### src/rtl/fifo_pkg.sv
// Shared types and helpers for the fifo write-side arbiter.
package fifo_pkg;

   // Arbiter FSM states: IDLE arbitrates, GRANT streams words from the owner.
   typedef enum logic [0:0] {
      IDLE  = 1'b0,
      GRANT = 1'b1
   } arb_state_t;

   // Widest requester vector the round-robin helper handles.
   localparam int unsigned RR_MAX_REQ = 32'd32;

   // Round-robin pick: first set bit of req searching ptr, ptr+1, ... wrapping
   // modulo n_req. Returns ptr when no bit is set (callers gate with |req).
   function automatic logic [4:0] rr_pick(input logic [31:0] req,
                                          input logic [4:0]  ptr,
                                          input logic [5:0]  n_req);
      logic [4:0] pick;
      logic       found;
      logic [5:0] idx;
      logic [5:0] step;
      pick  = ptr;
      found = 1'b0;
      for (int i = 0; i < 32; i++) begin
         step = 6'(i);
         idx  = {1'b0, ptr} + step;
         if (idx >= n_req) begin
            idx = idx - n_req;
         end else begin
            idx = idx;
         end
         if ((step < n_req) && !found && req[idx[4:0]]) begin
            pick  = idx[4:0];
            found = 1'b1;
         end else begin
            pick  = pick;
         end
      end
      return pick;
   endfunction

endpackage

### src/rtl/rr_priority_pick.sv
// Combinational rotate-and-priority-encode of a request vector from a pointer.
module rr_priority_pick
   import fifo_pkg::*;
#(
   parameter int N_REQ = 4,
   parameter int IDX_W = $clog2(N_REQ)
)
(
   input  logic [N_REQ-1:0] req,
   input  logic [IDX_W-1:0] ptr,
   output logic             any_req,
   output logic [IDX_W-1:0] pick
);

   // Search starts at ptr so the most recently served requester goes last.
   always_comb begin
      any_req = |req;
      pick    = IDX_W'(rr_pick(32'(req), 5'(ptr), 6'(N_REQ)));
   end

endmodule

### src/rtl/fifo_wr_arbiter.sv
// Round-robin arbiter sharing one fifo write port between N_REQ requesters.
// A grant is held for up to BURST words; the write port is registered and the
// whole block stalls on the fifo almost-full flag.
module fifo_wr_arbiter
   import fifo_pkg::*;
#(
   parameter int N_REQ      = 4,
   parameter int WORD_WIDTH = 8,
   parameter int BURST      = 4
)
(
   input  logic                        clk,
   input  logic                        reset_n,
   input  logic [N_REQ-1:0]            i_req,
   input  logic [N_REQ*WORD_WIDTH-1:0] i_data,
   output logic [N_REQ-1:0]            o_ack,
   output logic                        o_w_en,
   output logic [WORD_WIDTH-1:0]       o_w_data,
   input  logic                        i_afull,
   output logic [$clog2(N_REQ)-1:0]    o_owner,
   output logic                        o_busy
);

   localparam int IDX_W = $clog2(N_REQ);
   localparam int CNT_W = $clog2(BURST + 1);
   localparam logic [CNT_W-1:0] LAST_CNT = CNT_W'(BURST - 1);
   localparam logic [IDX_W-1:0] LAST_IDX = IDX_W'(N_REQ - 1);

   arb_state_t            state_r;
   arb_state_t            state_nxt_s;
   logic [IDX_W-1:0]      owner_r;
   logic [IDX_W-1:0]      owner_nxt_s;
   logic [IDX_W-1:0]      rr_ptr_r;
   logic [IDX_W-1:0]      rr_ptr_nxt_s;
   logic [CNT_W-1:0]      count_r;
   logic [CNT_W-1:0]      count_nxt_s;
   logic                  w_en_r;
   logic                  w_en_nxt_s;
   logic [WORD_WIDTH-1:0] w_data_r;
   logic [WORD_WIDTH-1:0] w_data_nxt_s;

   logic                  pick_any_s;
   logic [IDX_W-1:0]      pick_idx_s;
   logic [N_REQ-1:0]      owner_onehot_s;
   logic                  owner_req_s;
   logic [WORD_WIDTH-1:0] owner_word_s;
   logic                  accept_s;
   logic [N_REQ-1:0]      ack_s;
   logic [IDX_W-1:0]      release_ptr_s;

   rr_priority_pick #(
      .N_REQ (N_REQ),
      .IDX_W (IDX_W)
   ) u_pick (
      .req     (i_req),
      .ptr     (rr_ptr_r),
      .any_req (pick_any_s),
      .pick    (pick_idx_s)
   );

   // Select the owner's request bit and data word through a one-hot decode.
   always_comb begin
      owner_onehot_s = {N_REQ{1'b0}};
      owner_req_s    = 1'b0;
      owner_word_s   = {WORD_WIDTH{1'b0}};
      for (int k = 0; k < N_REQ; k++) begin
         if (owner_r == IDX_W'(k)) begin
            owner_onehot_s[k] = 1'b1;
            owner_req_s       = i_req[k];
            owner_word_s      = i_data[k*WORD_WIDTH +: WORD_WIDTH];
         end else begin
            owner_onehot_s[k] = 1'b0;
         end
      end
   end

   // Next-state, counters, write-port next values and the combinational ack.
   always_comb begin
      state_nxt_s   = state_r;
      owner_nxt_s   = owner_r;
      rr_ptr_nxt_s  = rr_ptr_r;
      count_nxt_s   = count_r;
      w_en_nxt_s    = 1'b0;
      w_data_nxt_s  = w_data_r;
      accept_s      = 1'b0;
      ack_s         = {N_REQ{1'b0}};
      if (owner_r == LAST_IDX) begin
         release_ptr_s = {IDX_W{1'b0}};
      end else begin
         release_ptr_s = owner_r + IDX_W'(1);
      end
      case (state_r)
         IDLE: begin
            // One arbitration cycle per grant; nothing is accepted here.
            if (pick_any_s) begin
               owner_nxt_s = pick_idx_s;
               count_nxt_s = {CNT_W{1'b0}};
               state_nxt_s = GRANT;
            end else begin
               state_nxt_s = IDLE;
            end
         end
         GRANT: begin
            if (i_afull) begin
               // Stall: grant and burst count are frozen until space returns.
               state_nxt_s = GRANT;
            end else if (!owner_req_s) begin
               // Owner went quiet: it forfeits the rest of its burst.
               state_nxt_s  = IDLE;
               rr_ptr_nxt_s = release_ptr_s;
            end else begin
               accept_s     = 1'b1;
               ack_s        = owner_onehot_s;
               w_en_nxt_s   = 1'b1;
               w_data_nxt_s = owner_word_s;
               count_nxt_s  = count_r + CNT_W'(1);
               if (count_r == LAST_CNT) begin
                  state_nxt_s  = IDLE;
                  rr_ptr_nxt_s = release_ptr_s;
               end else begin
                  state_nxt_s  = GRANT;
               end
            end
         end
         default: begin
            state_nxt_s = IDLE;
         end
      endcase
   end

   // State and write-port registers; reset also drops a write in flight.
   always_ff @(posedge clk or negedge reset_n) begin
      if (!reset_n) begin
         state_r  <= IDLE;
         owner_r  <= {IDX_W{1'b0}};
         rr_ptr_r <= {IDX_W{1'b0}};
         count_r  <= {CNT_W{1'b0}};
         w_en_r   <= 1'b0;
         w_data_r <= {WORD_WIDTH{1'b0}};
      end else begin
         state_r  <= state_nxt_s;
         owner_r  <= owner_nxt_s;
         rr_ptr_r <= rr_ptr_nxt_s;
         count_r  <= count_nxt_s;
         w_en_r   <= w_en_nxt_s;
         w_data_r <= w_data_nxt_s;
      end
   end

   assign o_ack    = ack_s;
   assign o_w_en   = w_en_r;
   assign o_w_data = w_data_r;
   assign o_owner  = owner_r;
   assign o_busy   = (state_r == GRANT);

endmodule

### config.mk
export PLATFORM = sky130hd
export DESIGN_NAME = fifo_wr_arbiter
export DESIGN_NICKNAME = d
export VERILOG_FILES = /design/src/rtl/fifo_pkg.sv /design/src/rtl/rr_priority_pick.sv /design/src/rtl/fifo_wr_arbiter.sv
export SDC_FILE = /design/constraint.sdc
export NUM_CORES = 1
export LEC_CHECK = 0
export CORE_AREA = 2 2 56 58
export CTS_BUF_LIST = sky130_fd_sc_hd__clkbuf_8
export DETAILED_ROUTE_END_ITERATION = 10
export DIE_AREA = 0 0 58 60
export GPL_TIMING_DRIVEN = 0
export PLACE_DENSITY = 0.82
export SLEW_MARGIN = 15
export SYNTH_ARGS = -nofsm -noshare
export SYNTH_HDL_FRONTEND = slang
export SYNTH_SLANG_ARGS = --single-unit
export TNS_END_PERCENT = 1
### constraint.sdc
create_clock -name clk -period 4.5 [get_ports clk]
set_clock_uncertainty 0.2 [all_clocks]
set_input_delay 1.35 -clock clk [delete_from_list [all_inputs] [get_ports clk]]
set_output_delay 1.35 -clock clk [all_outputs]
set_load 0.03 [all_outputs]
# Word level (Yosys, flattened, before mapping)
# Index checks and enable logic that the tools add are counted.
# Widths: inputs -> output; s select.
dict set report word_totals {
  reg_bits 17
  out_inout_bits 16
}
dict set report op_classes {
  addsub 9
  magnitude_cmp 8
  n_eq_ne 8
  muxes 49
  bitwise 2
  n_reduce_logical 12
}
# op count
set op_table {}
lappend op_table {{$mux 8} 4}
lappend op_table {{$lt 5x6->1 const B} 4}
lappend op_table {{$mux 1} 22}
lappend op_table {{$bmux 1 s5} 4}
lappend op_table {{$mux 5} 4}
lappend op_table {{$ge 6x3->1 const B} 3}
lappend op_table {{$sub 5x3->5 const B} 3}
lappend op_table {{$mux 2} 7}
lappend op_table {{$mux 4} 3}
lappend op_table {{$mux 3} 3}
lappend op_table {{$reduce_and 3->1} 3}
lappend op_table {{$add 2x2->3 const B} 2}
lappend op_table {{$pmux 3 s2} 1}
lappend op_table {{$eq 2x2->1 const B} 2}
lappend op_table {{$ne 2x1->1 const B} 2}
lappend op_table {{$ne 2x2->1 const B} 2}
lappend op_table {{$reduce_or 4->1} 1}
lappend op_table {{$sub 2x3->4 const B} 1}
lappend op_table {{$add 2x1->3 const B} 1}
lappend op_table {{$add 3x1->3 const B} 1}
lappend op_table {{$eq 3x2->1 const B} 1}
lappend op_table {{$ge 2x3->1 const B} 1}
lappend op_table {{$logic_and 1x1->1} 3}
lappend op_table {{$logic_not 1->1} 3}
lappend op_table {{other kinds (6)} 7}

# Logic depth before layout (Yosys ltp)
dict set report logic_depth {
  word_depth 14
  mapped_depth 10
  mapped_depth_nobuf 8
}

# Hierarchy
# A second synthesis with hierarchy kept.
dict set report unflattened {
  cells_unflattened 136
  hier_area_um2 1345.0
}
# module instances cells_per_inst area_each_um2 seq_area_each_um2
set by_module_without_submodules {}
lappend by_module_without_submodules {fifo_wr_arbiter 1 107 1059.8 425.4}
lappend by_module_without_submodules {rr_priority_pick 1 29 285.3 0.0}

# Least setup slack after synthesis
# No wires, ideal clock.
dict set report synth_timing {
  path_kind {input to output}
  startpoint {in i_req[0]}
  endpoint {out o_ack[0]}
  t_arrival_ns 2.502
  path_slack_ns 0.448
  cell_stages 7
  cell_sequence {nand2_1 o21ai_0 a22oi_1 nand2b_1 clkbuf_1 clkbuf_1 nor2_1}
}
dict set report synth_via {
  elab_chain_cells 7
}
# element line
set synth_rtl {}
lappend synth_rtl {{start, declared} fifo_wr_arbiter.sv:14} ;# input logic [N_REQ-1:0] i_req,
lappend synth_rtl {{$mux 1 (4 in series)} fifo_wr_arbiter.sv:67} ;# if (owner_r == IDX_W'(k)) begin
lappend synth_rtl {{$mux 4} fifo_wr_arbiter.sv:107} ;# end else if (!owner_req_s) begin
lappend synth_rtl {{$mux 4} fifo_wr_arbiter.sv:104} ;# if (i_afull) begin
lappend synth_rtl {{$mux 4} fifo_wr_arbiter.sv:92} ;# case (state_r)
lappend synth_rtl {{end, declared} fifo_wr_arbiter.sv:16} ;# output logic [N_REQ-1:0] o_ack,
# Every way passes these cells.

# Worst setup path after layout
dict set report layout_timing {
  startpoint {in i_req[1]}
  endpoint {out o_ack[1]}
}
dict set report layout_via {
  elab_chain_cells 6
}
# element line
set layout_rtl {}
lappend layout_rtl {{$mux 1 (3 in series)} fifo_wr_arbiter.sv:67}
lappend layout_rtl {{$mux 4} fifo_wr_arbiter.sv:107}
lappend layout_rtl {{$mux 4} fifo_wr_arbiter.sv:104}
lappend layout_rtl {{$mux 4} fifo_wr_arbiter.sv:92}
# Every way passes these cells.

==> results.txt <==
CP Class: input pin to output pin
simple-gate portion of the synthesized area: 18.0%
ys async rst share: 100%
std cell rows: 20
Final Setup Violations: 0
leakage power: 0.869 nW
Clock Latency Late Sink: 0.25 ns
status: finished, final reports clean
drt total wl: 3670 um
synth unique cells: 38
DP HPWL: 2890 um
Slew Limit Headroom: 49.4%
worst slack, placed: -0.935 ns
CTS tree: built
Tcrit/Tclk final: 98.6%
Core Area: 0.00290 mm^2
Adder-Cell Fraction of Synth Area: 9.65%
largest net degree at the start of global routing: 18
FMAX: 0.225 GHz
Cell Area, Synth: 0.00130 mm^2
setup TNS: 0 ns
final hold violation count: 0
worst path arrival time: 2.89 ns
number of sinks on the clock net: 17
Critical Path RT: 2.95 ns
largest family of logic cells by synthesized area: compound AO/OA/AOI/OAI gates
power density over cell area: 658 mW/mm^2
post-CTS setup buffer count: 0
die width: 58 um
worst-margin pin slew: 0.757 ns
HP Class: flop to flop
Worst VDD drop: 465 uV
Clk pin slew, worst setup/hold paths: 0.06 ns
prevailing post-synth register cell: dfrtp_1
Crit Path Max Fanout: 7
first-pass GRT wire length: 5750 um
Placer Congestion: 0.859
hold_ws: 0.293 ns
post-synthesis sequential area ratio: 32.8%
CTS root buf: clkbuf_8
share of layout cells above drive strength 1: 11.1%
number of global-route vias before repair: 1377
Post-synth EDFFs: 0
Critical Path Source Type: input pin
post-synthesis cell count: 150
Residual DRC: 0
CP endpoint kind: output pin
CP most frequent cell: dlygate4sd2_1
Compound-Gate Fraction of Synth Area: 21.8%
Cell Chain, Critical Path: dlygate4sd2_1 -> a21oi_1 -> o21ai_1 -> a22oi_2 -> nand2b_4 -> inv_1 -> and2_1 -> dlygate4sd2_1
H-tree depth: 1
Syn Area/Cell: 8.64 um^2
Synth Warn #: 0
Vias/cell: 5.55
total congestion overflow: 0
FF+latch count, synth: 17
XOR/XNOR Fraction of Synth Area: 0.676%
Num CTS Buffers: 3
ant diodes: 0
Initial Util: 44.7%
# IOs: 55
number of nets still failing antenna checks after routing: 0
post-synthesis mux area share: 9.46%
via count: 1331
Max-Cap Viols: 0
post-synth net total: 199
min Tclk post-route: 4.44 ns
max-slew violations: 0
Final Core Density: 66.6%
drt first-iter violations: 38
DRT Pass-1 Iters: 4
final worst-path setup slack: 0.0621 ns
Die Y: 60 um
deepest clock path buffer count: 2
IO buf count: 54
RSZ-0062 raised after global routing: false
drt wl/cell: 15.3 um
antenna violations before repair: 0
slowest stage delay, CP: 0.35 ns
crit path max-delay cell type: dlygate4sd2_1
Die ar.: 0.00348 mm^2
GRT Total Usage: 21.5%
Non-Filler Instances: 240
dpl cells: 237
Area Growth Syn to Fin: 49.1%
fin nets: 257
## worst max-delay path, delay by kind of cell
family / cells / cell delay [ns]
AOI/OAI and AO/OA: 3 / 0.47
and+or+nand+nor: 2 / 0.35
buffers and inverters: 3 / 0.71
## path summary, 6_finish.rpt
kind	from	to	slack [ns]	cells after the start
max	i_req[1]	o_ack[1]	0.06	8
min	o_w_data[1]	o_w_data[1]	0.29	2
max reg2reg	rr_ptr_r[0]	o_owner[1]	1.87	9
min reg2reg	o_w_data[1]	o_w_data[1]	0.29	2
max in group asynchronous	reset_n	count_r[1]	2.28	1
min in group asynchronous	reset_n	o_w_data[2]	1.35	1
## Yosys cell counts (2+ instances only)
cell type   n  area share, %
dfrtp_1    17             33
nor2_1     15            4.3
nand2_1    13            3.8
o21ai_0    12            4.6
a21oi_1    11            4.2
ha_1       10            9.7
inv_1      10            2.9
a221oi_1    8            5.4
nor3_1      8            3.1
clkbuf_1    6            1.7
mux2_2      4            3.5
mux2i_1     4            3.1
nand3_1     4            1.5
a31oi_1     2           0.97
nor4_1      2           0.97
o31ai_1     2            1.2
## power by group
group / leakage, nW / switching, mW / internal, mW / total, mW
Clock: 0.0255 / 0.0497 / 0.0613 / 0.111
Sequential: 0.216 / 0.0539 / 0.219 / 0.273
Combinational: 0.628 / 0.507 / 0.381 / 0.888
## cells by family (layout without fill, tap and decap cells)
logic type | count (synthesis) | after routing
adder cells (fa/ha/maj) | 10 | 10
AND/OR/NAND/NOR | 50 | 50
flip-flops | 17 | 17
AO/OA/AOI/OAI | 41 | 41
XOR/XNOR | 1 | 1
multiplexers | 10 | 10
buffers and inverters | 21 | 78
## registers in the layout, indices dropped and copies added (netlist names)
register  count
o_w_en        1
count_r       3
o_busy        1
o_owner       2
rr_ptr_r      2
o_w_data      8
## routing by layer
layer	up-vias	share of wire [%]	global-route usage, %
li1	651	-	-
met1	622	39	22.6
met2	54	51	42.2
met3	4	8.9	6.06
met4	0	0.90	4.98
met5	-	0	0
## cell usage in the layout, fill, tap and decap left out, types with 2 or more instances in the layout
cell             Yosys  final
o21ai_0             12     11
nand3_1              4      4
nor2_1              15     15
dfrtp_1             17     17
o31ai_1              2      2
nand2_1             13     13
clkbuf_1             6      4
dlymetal6s2s_1       0      2
mux2_2               4      4
inv_1               10     10
dlygate4sd2_1        0      3
nor3_1               8      8
o21ai_1              1      2
a21oi_1             11     11
a31oi_1              2      2
buf_2                1      2
a221oi_1             8      8
ha_1                10     10
mux2i_1              4      4
nor4_1               2      2
clkbuf_8             1      4
clkdlybuf4s50_1      0     46
## area by class of cell
class,instances,area [um^2]
timing repair buffer,54,537
inverter,11,41.3
multi-input combinational,112,785
fill,235,970
buffer,9,57.6
clock buffer,3,41.3
clock inverter,1,5.00
tap,33,41.3
sequential,17,425
## timing repair
action                                  in CTS  in global routing
hold buffers                                 0                  0
resized for setup                           18                  4
endpoints found under the setup margin       3                  3
pin swaps                                    1                  0
## through the flow
| stage | instance area, um^2 | power [mW] |
|---|---|---|
| CTS | 1930 | 1.27 |
| floorplan | 1300 | 0.869 |
| global route | 1930 | 1.36 |
| global placement | 1880 | 1.11 |
| finish | 1930 | 1.27 |
| detailed placement | 1880 | 1.14 |
(Power assumes the default switching activity.)
